**src/rtl/fir_pkg.sv**
```systemverilog
// Shared constants, state encoding and flag layout for the FIR output stage.
package fir_pkg;

  localparam int DATA_WIDTH = 32;
  localparam int NUM_LANES  = 49;
  localparam int IDX_WIDTH  = 6;

  // Bit positions of the DSP exception flags inside the 3-bit status word
  localparam int IDX_INV = 2;
  localparam int IDX_OVF = 1;
  localparam int IDX_UNF = 0;

  localparam logic [IDX_WIDTH-1:0] LAST_IDX = IDX_WIDTH'(NUM_LANES - 1);

  typedef enum logic {
    ST_IDLE   = 1'b0,
    ST_STREAM = 1'b1
  } state_t;

  // Places the three DSP flags at their status-word positions
  function automatic logic [2:0] pack_flags(input logic inv, input logic ovf, input logic unf);
    logic [2:0] f;
    f          = '0;
    f[IDX_INV] = inv;
    f[IDX_OVF] = ovf;
    f[IDX_UNF] = unf;
    return f;
  endfunction

endpackage

```
**src/rtl/fir_out_bank.sv**
```systemverilog
// NUM_LANES x DATA_WIDTH sample bank: loads a whole frame at once, reads one lane by index.
module fir_out_bank
  import fir_pkg::*;
(
  input  logic                            clk,
  input  logic                            load,
  input  logic [NUM_LANES*DATA_WIDTH-1:0] din,
  input  logic [IDX_WIDTH-1:0]            rd_idx,
  output logic [DATA_WIDTH-1:0]           rd_data
);

  logic [DATA_WIDTH-1:0] mem [NUM_LANES];

  // Capture every lane of the flattened input frame when load is asserted
  always_ff @(posedge clk) begin
    if (load) begin
      for (int k = 0; k < NUM_LANES; k++) begin
        mem[k] <= din[k*DATA_WIDTH +: DATA_WIDTH];
      end
    end
  end

  assign rd_data = mem[rd_idx];

endmodule

```
**src/rtl/fir_output_serializer.sv**
```systemverilog
// Captures NUM_LANES parallel FP32 FIR results on the capture strobe and streams them
// lane 0 first over valid/ready, with per-frame sticky DSP exception flags.
// Optional build macro FIR_OUT_DOUBLE_BUF_EN adds a second (pending) bank so a capture
// arriving mid-stream is queued instead of dropped. rst_n is synchronous and active-high.
module fir_output_serializer
  import fir_pkg::*;
(
  input  logic                            clk,
  input  logic                            rst_n,
  input  logic                            capture_i,
  input  logic [NUM_LANES*DATA_WIDTH-1:0] y_i,
  input  logic                            invalid_i,
  input  logic                            overflow_i,
  input  logic                            underflow_i,
  input  logic                            y_ready_i,
  output logic [DATA_WIDTH-1:0]           y_o,
  output logic                            y_valid_o,
  output logic [IDX_WIDTH-1:0]            y_idx_o,
  output logic                            y_last_o,
  output logic [2:0]                      status_o,
  output logic                            busy_o,
  output logic                            overrun_o
);

  state_t                 state;
  logic [IDX_WIDTH-1:0]   idx;
  logic [2:0]             status;
  logic                   overrun;
  logic [2:0]             flags;
  logic                   streaming;
  logic                   last_beat;
  logic                   load_act;
  logic                   drop;
  logic [DATA_WIDTH-1:0]  rd_data;

  assign flags     = pack_flags(invalid_i, overflow_i, underflow_i);
  assign streaming = (state == ST_STREAM);
  assign last_beat = streaming && y_ready_i && (idx == LAST_IDX);
  // The active bank reloads from idle, or back-to-back on the final handshake
  assign load_act  = capture_i && (!streaming || last_beat);

`ifdef FIR_OUT_DOUBLE_BUF_EN
  logic                  sel;
  logic                  pend_full;
  logic [2:0]            pend_status;
  logic                  load_alt;
  logic                  load0;
  logic                  load1;
  logic [DATA_WIDTH-1:0] rd0;
  logic [DATA_WIDTH-1:0] rd1;

  // Ping-pong banks: "promoting" the pending frame is just flipping sel
  assign load_alt = capture_i && streaming && !last_beat && !pend_full;
  assign drop     = capture_i && streaming && !last_beat && pend_full;
  assign load0    = sel ? load_alt : load_act;
  assign load1    = sel ? load_act : load_alt;
  assign rd_data  = sel ? rd1 : rd0;

  fir_out_bank u_bank0 (
    .clk     (clk),
    .load    (load0),
    .din     (y_i),
    .rd_idx  (idx),
    .rd_data (rd0)
  );

  fir_out_bank u_bank1 (
    .clk     (clk),
    .load    (load1),
    .din     (y_i),
    .rd_idx  (idx),
    .rd_data (rd1)
  );
`else
  assign drop = capture_i && streaming && !last_beat;

  fir_out_bank u_bank (
    .clk     (clk),
    .load    (load_act),
    .din     (y_i),
    .rd_idx  (idx),
    .rd_data (rd_data)
  );
`endif

  // Frame sequencing: capture, per-beat index advance, sticky flags and overrun pulse
  always_ff @(posedge clk) begin
    if (rst_n) begin
      state   <= ST_IDLE;
      idx     <= '0;
      status  <= '0;
      overrun <= 1'b0;
`ifdef FIR_OUT_DOUBLE_BUF_EN
      sel         <= 1'b0;
      pend_full   <= 1'b0;
      pend_status <= '0;
`endif
    end else begin
      overrun <= drop;
      case (state)
        ST_IDLE: begin
          if (capture_i) begin
            state  <= ST_STREAM;
            idx    <= '0;
            status <= flags;
          end
        end
        ST_STREAM: begin
          status <= status | flags;
          if (y_ready_i) begin
            if (idx == LAST_IDX) begin
              idx <= '0;
`ifdef FIR_OUT_DOUBLE_BUF_EN
              if (pend_full) begin
                sel    <= ~sel;
                status <= pend_status;
                if (capture_i) begin
                  pend_status <= flags;
                end else begin
                  pend_full <= 1'b0;
                end
              end else
`endif
              if (capture_i) begin
                status <= flags;
              end else begin
                state <= ST_IDLE;
              end
            end else begin
              idx <= idx + IDX_WIDTH'(1);
            end
          end
`ifdef FIR_OUT_DOUBLE_BUF_EN
          if (load_alt) begin
            pend_full   <= 1'b1;
            pend_status <= flags;
          end
`endif
        end
        default: state <= ST_IDLE;
      endcase
    end
  end

  assign y_valid_o = streaming;
  assign busy_o    = streaming;
  assign y_idx_o   = idx;
  assign y_last_o  = streaming && (idx == LAST_IDX);
  assign y_o       = streaming ? rd_data : '0;
  assign status_o  = status;
  assign overrun_o = overrun;

endmodule

```
**config.mk**
```make
export PLATFORM = sky130hd
export DESIGN_NAME = fir_output_serializer
export DESIGN_NICKNAME = d
export VERILOG_FILES = /design/src/rtl/fir_pkg.sv /design/src/rtl/fir_out_bank.sv /design/src/rtl/fir_output_serializer.sv
export SDC_FILE = /design/constraint.sdc
export NUM_CORES = 1
export LEC_CHECK = 0
export CAP_MARGIN = 5
export CORE_AREA = 3 3 632 634
export CTS_CLUSTER_SIZE = 28
export DETAILED_ROUTE_END_ITERATION = 6
export DIE_AREA = 0 0 635 637
export GPL_ROUTABILITY_DRIVEN = 0
export PLACE_DENSITY = 0.41
export SKIP_CTS_REPAIR_TIMING = 1
export SYNTH_ARGS = -nofsm -noshare
export SYNTH_HDL_FRONTEND = slang
export SYNTH_SLANG_ARGS = --single-unit
```
**constraint.sdc**
```tcl
create_clock -name clk -period 45.1 [get_ports clk]
set_clock_uncertainty 0.2 [all_clocks]
set_input_delay 4.51 -clock clk [delete_from_list [all_inputs] [get_ports clk]]
set_output_delay 4.51 -clock clk [all_outputs]
set_load 0.1 [all_outputs]
```
==> summary.md, run 1 <==
| Metric | Value |
|---|---|
| Final-report max-slew violation count | 0 |
| Die ar. | 0.404 sq mm |
| Clock-pin slew of the registers on the worst-case setup and hold paths | 0.06 ns |
| Cells after synthesis | 3077 |
| Via count normalized by instance count | 3.73 |
| Total negative slack for setup checks | 0 ns |
| Period utilisation layout | 27.0% |
| Proportion of netlist area held by the largest area contributor | 77.1% |
| Max clock buf depth | 4 |
| Pre-Repair DR Iteration Count | 5 |
| Clock period minus worst slack | 12.18 ns |
| Data required, critical path | 40.39 ns |
| Async set or reset register ratio after synthesis | 0% |
| Total nets after synthesis | 4654 |
| Largest net degree at the start of global routing | 176 |
| Count of unique library cells instantiated by Yosys | 36 |
| CTS tree | done |
| Setup violations, final | 0 |
| Detailed placement HPWL | 274000 microns |
| Overall overflow remaining after global route | 0 |
| Relative max-transition margin | 10.2% |
| Min-Delay Path Class | reg -> reg |
| Library cell with the highest instance count after synthesis | sky130_fd_sc_hd__edfxtp_1 |
| Critical path start-end classification | reg -> out |
| Unrepaired setup endpoints after global routing | false |
| Remaining number of nets flagged by the antenna check after routing | 0 |
| Via count of the first global-routing pass | 40200 |
| Total via count after detailed routing | 38500 |
| Clock tree root buffer cell | sky130_fd_sc_hd__clkbuf_16 |
| Crit. End Element | output pin |
| Number of H-tree levels | 4 |
| Mapped Avg Cell Area | 19.9 sq um |
| Share of final-layout standard cells stronger than drive strength 1 | 12.4% |
| CTS Buf Count | 198 |
| Die outline width | 635 microns |
| Final net count | 6417 |
| Highest Clock Rate | 82.1 MHz |
| Antenna violations before repair | 206 |
| Routed wire length per instance | 33.1 microns |
| Pre-CTS setup slack | 33.72 ns |
| PnR worst setup slack | 32.92 ns |
| Overall die height | 637 microns |
| Startpoint class of the critical path | flip-flop |
| Ys Warns | 0 |
| Count of input and output buffers | 1619 |
| Cell taking the most area after synthesis | sky130_fd_sc_hd__edfxtp_1 |
| Top cells by area in the synthesized netlist | sky130_fd_sc_hd__edfxtp_1, sky130_fd_sc_hd__mux2i_1, sky130_fd_sc_hd__mux4_2 |
| Initial core utilization | 15.5% |
| Area of the mapped netlist | 0.0611 sq mm |
| Arr. time, crit path | 7.47 ns |
| Max Fanout on Critical Path | 100 |
| Main flop type after synthesis | sky130_fd_sc_hd__edfxtp_1 |
| Max-cap viol count | 0 |
| Number of synthesized flops with an enable pin | 1568 |
| Boundary Pins | 1620 |
| Number of hold violations in the final report | 0 |
| Sequential element share of the synthesized area | 77.6% |
| Leakage Power | 28.1 nW |
| Core ar. | 0.395 sq mm |
| Number of placement rows | 231 |
| Status | completed |
| Sink count of the clock tree | 1585 |
| Post-route DRC violation count | 0 |
| Count of fill cells added during filler insertion | 41300 |
| Tot Pwr | 3.74 mW |
| Worst voltage drop across the vdd grid | 0.0000310 V |
| Overall routing resource usage | 16.3% |
| Insertion delay to the later sink of the worst-skew pair | 0.90 ns |
| Total Wirelength | 341000 microns |
| Leading post-synthesis cells by instance count | sky130_fd_sc_hd__edfxtp_1, sky130_fd_sc_hd__mux2i_1, sky130_fd_sc_hd__a22oi_1, sky130_fd_sc_hd__a21oi_1, sky130_fd_sc_hd__mux4_2 |
| Wire length of the first global-routing pass | 428000 microns |
| Synthesis-to-layout area growth | 48.8% |
| Count of routing violations after the opening detailed-route iteration | 3068 |
| Synth Register Bits | 1585 |
| Actual slew at the worst max-slew pin | 1.35 ns |
| Power per unit of standard cell area | 41.1 mW/mm^2 |
## cell usage in the layout, fill, tap and decap left out, drive strengths merged, types with 10 or more instances in the layout
master and n:
clkdlybuf4s50 1602, edfxtp 1568, mux2i 577, a22oi 256, clkbuf 230, buf 144
a21oi 133, mux4 128, clkinv 86, diode 70, inv 48, nand2 39
a22o 32, a221oi 32, nor4 32, bufinv 25, dfxtp 17, o21ai 10
## routing by layer
layer / global-route usage (%) / vias up / share of wire, %
met2: 31.7 / 1643 / 56
met1: 17.0 / 19900 / 35
met4: 4.21 / 84 / 2.6
met5: 0 / - / 0.16
li1: - / 16300 / -
met3: 4.27 / 521 / 6.4
## metrics by stage
stage / cells / hold WS [ns] / area, sq um / utilization, %
2_1_floorplan: 3077 / 0.733 / 61100 / -
3_3_place_gp: 9875 / 0.269 / 84000 / 21.3
3_5_place_dp: 9882 / 0.271 / 84000 / 21.3
4_1_cts: 10200 / 0.283 / 90700 / 23.0
5_1_grt: 10300 / 0.326 / 90800 / 23.0
6_report: 10300 / 0.283 / 90900 / 23.0
## report_power, final
group | internal [mW] | switching (mW)
clock network | 0.960 | 0.691
logic | 0.168 | 0.169
registers | 1.72 | 0.0308
total | 2.85 | 0.891
## state kept, by name, indices dropped and copies added, names as in the netlist, named ones only
signal	count
busy_o	1
overrun_o	1
status_o	3
u_bank.mem	1568
y_idx_o	6
## layout make-up
class                      count  area (sq um)  share of cell area, %
clock buffer                 230          5070                   5.58
clock inverter               132          1600                   1.76
sequential                  1585         47400                   52.2
inverter                      36           143                  0.157
multi-input combinational   1273         12700                   14.0
antenna                       70           175                  0.193
timing repair buffer        1746         17200                   18.9
tap                         5242          6560                   7.22
## cell families after synthesis
family | Yosys count | share of synthesized area (%)
buffers and inverters | 219 | 2.03
AO/OA/AOI/OAI | 468 | 5.30
adder cells (fa/ha/maj) | 2 | 0.0410
AND/OR/NAND/NOR | 98 | 0.834
flip-flops | 1585 | 77.6
multiplexers | 705 | 14.2
## critical path: stages, from the launching register on
cell	delay, ns
sky130_fd_sc_hd__dfxtp_4	0.74
sky130_fd_sc_hd__buf_12	0.50
sky130_fd_sc_hd__buf_4	0.77
sky130_fd_sc_hd__buf_4	0.78
sky130_fd_sc_hd__mux2i_1	0.17
sky130_fd_sc_hd__a22oi_1	0.24
sky130_fd_sc_hd__a21oi_1	0.20
sky130_fd_sc_hd__nor4_2	1.10
sky130_fd_sc_hd__buf_4	0.31
sky130_fd_sc_hd__a22o_1	0.13
sky130_fd_sc_hd__clkdlybuf4s50_1	1.25
## worst paths after layout
check             slack [ns]                      endpoint  depth (start not counted)                     start
setup reg to reg       38.61  u_bank.mem[45][19]$_DFFE_PP_                         10   y_idx_o[0]$_SDFFE_PP0P_
hold reg to reg         0.28      status_o[0]$_SDFFE_PP0P_                          2  status_o[0]$_SDFFE_PP0P_
setup / recovery       32.92                       y_o[11]                         10                 flip-flop
hold / removal          0.28      status_o[0]$_SDFFE_PP0P_                          2  status_o[0]$_SDFFE_PP0P_
(Power assumes the default switching activity.)
==> run 2, diff against run 1 <==
==> constraint.sdc (replaced) <==
create_clock -name clk -period 12.7 [get_ports clk]
set_clock_uncertainty 0.2 [all_clocks]
set_input_delay 1.27 -clock clk [delete_from_list [all_inputs] [get_ports clk]]
set_output_delay 1.27 -clock clk [all_outputs]
set_load 0.1 [all_outputs]
==> summary.md, run 2 (synthesized netlist as in run 1, its figures left out) <==
| Metric | Value |
|---|---|
| Most used cells in the layout excluding fill and tap cells | sky130_fd_sc_hd__clkdlybuf4s50_1, sky130_fd_sc_hd__edfxtp_1, sky130_fd_sc_hd__mux2i_1 |
| Critical path start-end classification | reg -> out |
| Period utilisation layout | 62.4% |
| Flip-flop count of the largest register after layout | 1568 |
| Min-Delay Path Class | reg -> reg |
| Critical Path Max Stage Delay | 1.19 ns |
| Overall routing resource usage | 16.5% |
| Relative max-transition margin | 14.9% |
| Count of input and output buffers | 1619 |
| Detailed placement HPWL | 276000 microns |
| Top reg by flops | u_bank.mem |
| Count of fill cells added during filler insertion | 41400 |
| CTS tree | done |
| Number of hold violations in the final report | 0 |
| Actual slew at the worst max-slew pin | 1.27 ns |
| Sink count of the clock tree | 1585 |
| Cells along the critical path | buf_4 -> buf_4 -> mux2i_1 -> a22oi_1 -> a21oi_1 -> nor4_2 -> a22o_1 -> clkdlybuf4s50_1 |
| Commonest non-fill, non-tap cell in the layout | sky130_fd_sc_hd__clkdlybuf4s50_1 |
| Number of placement rows | 231 |
| Antenna violations before repair | 232 |
| WHS | 0.296 ns |
| Arr. time, crit path | 6.46 ns |
| Overall overflow remaining after global route | 0 |
| Synthesis-to-layout area growth | 48.5% |
| Initial core utilization | 15.5% |
| Die ar. | 0.404 sq mm |
| Startpoint class of the critical path | flip-flop |
| Die outline width | 635 microns |
| Clock-pin slew of the registers on the worst-case setup and hold paths | 0.06 ns |
| Critical-path top delay cell | sky130_fd_sc_hd__clkdlybuf4s50_1 |
| Area used by multi-input combinational logic | 0.0128 sq mm |
| Data required, critical path | 11.23 ns |
| Final net count | 6410 |
| Top cell family by delay on the critical path | buffers and inverters |
| Count of routing violations after the opening detailed-route iteration | 2982 |
| Max Fanout on Critical Path | 47 |
| Share of final-layout standard cells stronger than drive strength 1 | 12.3% |
| Leakage Power | 28.0 nW |
| Total via count after detailed routing | 38300 |
| Clock period minus worst slack | 7.93 ns |
| Tot Pwr | 13.1 mW |
| Max clock buf depth | 4 |
| DP Cell Count | 9874 |
| Number of H-tree levels | 4 |
| Total negative slack for setup checks | 0 ns |
| Final core area utilization | 23.0% |
| Worst voltage drop across the vdd grid | 0.0000969 V |
| Post-route DRC violation count | 0 |
| Pre-Repair DR Iteration Count | 7 |
| Remaining number of nets flagged by the antenna check after routing | 0 |
| Post-Layout Cell Count | 10300 |
| Insertion delay to the later sink of the worst-skew pair | 0.87 ns |
| Routed wire length per instance | 33.4 microns |
| Wire length of the first global-routing pass | 433000 microns |
| Most Frequent Cell on Critical Path | sky130_fd_sc_hd__buf_4 |
| Sequential cell area | 0.0474 sq mm |
| Crit path buf inv count | 3 |
| Via count normalized by instance count | 3.71 |
| Status | completed |
| Overall die height | 637 microns |
| Largest net degree at the start of global routing | 170 |
| CTS Buf Count | 199 |
| Via count of the first global-routing pass | 40600 |
| Power per unit of standard cell area | 145 mW/mm^2 |
| Total Wirelength | 345000 microns |
| Core ar. | 0.395 sq mm |
| Highest Clock Rate | 126 MHz |
| Setup violations, final | 0 |
| Crit. End Element | output pin |
| Final-report max-slew violation count | 0 |
| Unrepaired setup endpoints after global routing | false |
| Clock tree root buffer cell | sky130_fd_sc_hd__clkbuf_16 |
| Boundary Pins | 1620 |
| Max-cap viol count | 0 |
## run 2: cell count changes in the layout (fill, tap and decap cells not counted), sizes merged
cell,change
diode,+14
clkinvlp,-1
buf,-5
bufinv,-8
clkbuf,+9
clkdlybuf4s50,-3
## run 2: layer usage
metal	part of all wire (%)	vias up	global-route usage [%]	wire (microns)
met1	35	19700	17.4	122000
met3	6.0	579	4.04	20700
met5	0.18	-	0	606
met4	3.1	92	4.65	10700
met2	55	1590	32.0	191000
li1	-	16400	-	-
## run 2: worst paths after layout
kind | startpoint | end | slack, ns | cells past startpoint
worst max-delay path | flip-flop | y_o[17] | 4.77 | 8
worst min-delay path | status_o[2]$_SDFFE_PP0P_ | status_o[2]$_SDFFE_PP0P_ | 0.30 | 2
worst max register to register | y_idx_o[0]$_SDFFE_PP0P_ | u_bank.mem[0][16]$_DFFE_PP_ | 7.46 | 9
worst min register to register | status_o[2]$_SDFFE_PP0P_ | status_o[2]$_SDFFE_PP0P_ | 0.30 | 2
## run 2: stage by stage
step	worst slack, ns	area (sq um)
2_1_floorplan	-12.99	61100
3_3_place_gp	5.41	84000
3_5_place_dp	5.44	84100
4_1_cts	4.35	90500
5_1_grt	4.44	90600
6_report	4.77	90700
## run 2: tightest hold or removal path, cell delays in order (launching register included)
cell and delay (ns):
sky130_fd_sc_hd__dfxtp_1 0.31, sky130_fd_sc_hd__o21ai_0 0.07, sky130_fd_sc_hd__a21oi_1 0.07
## run 2: power breakdown
part | switching (mW) | internal, mW
clock | 2.46 | 3.26
sequential | 0.103 | 6.11
combinational | 0.602 | 0.596
## run 2: final cells by class
cell class	count	area share [%]
antenna	84	0.232
tap	5242	7.23
timing repair buffer	1738	18.9
inverter	36	0.153
clock buffer	239	5.68
sequential	1585	52.3
multi-input combinational	1273	14.1
clock inverter	123	1.43
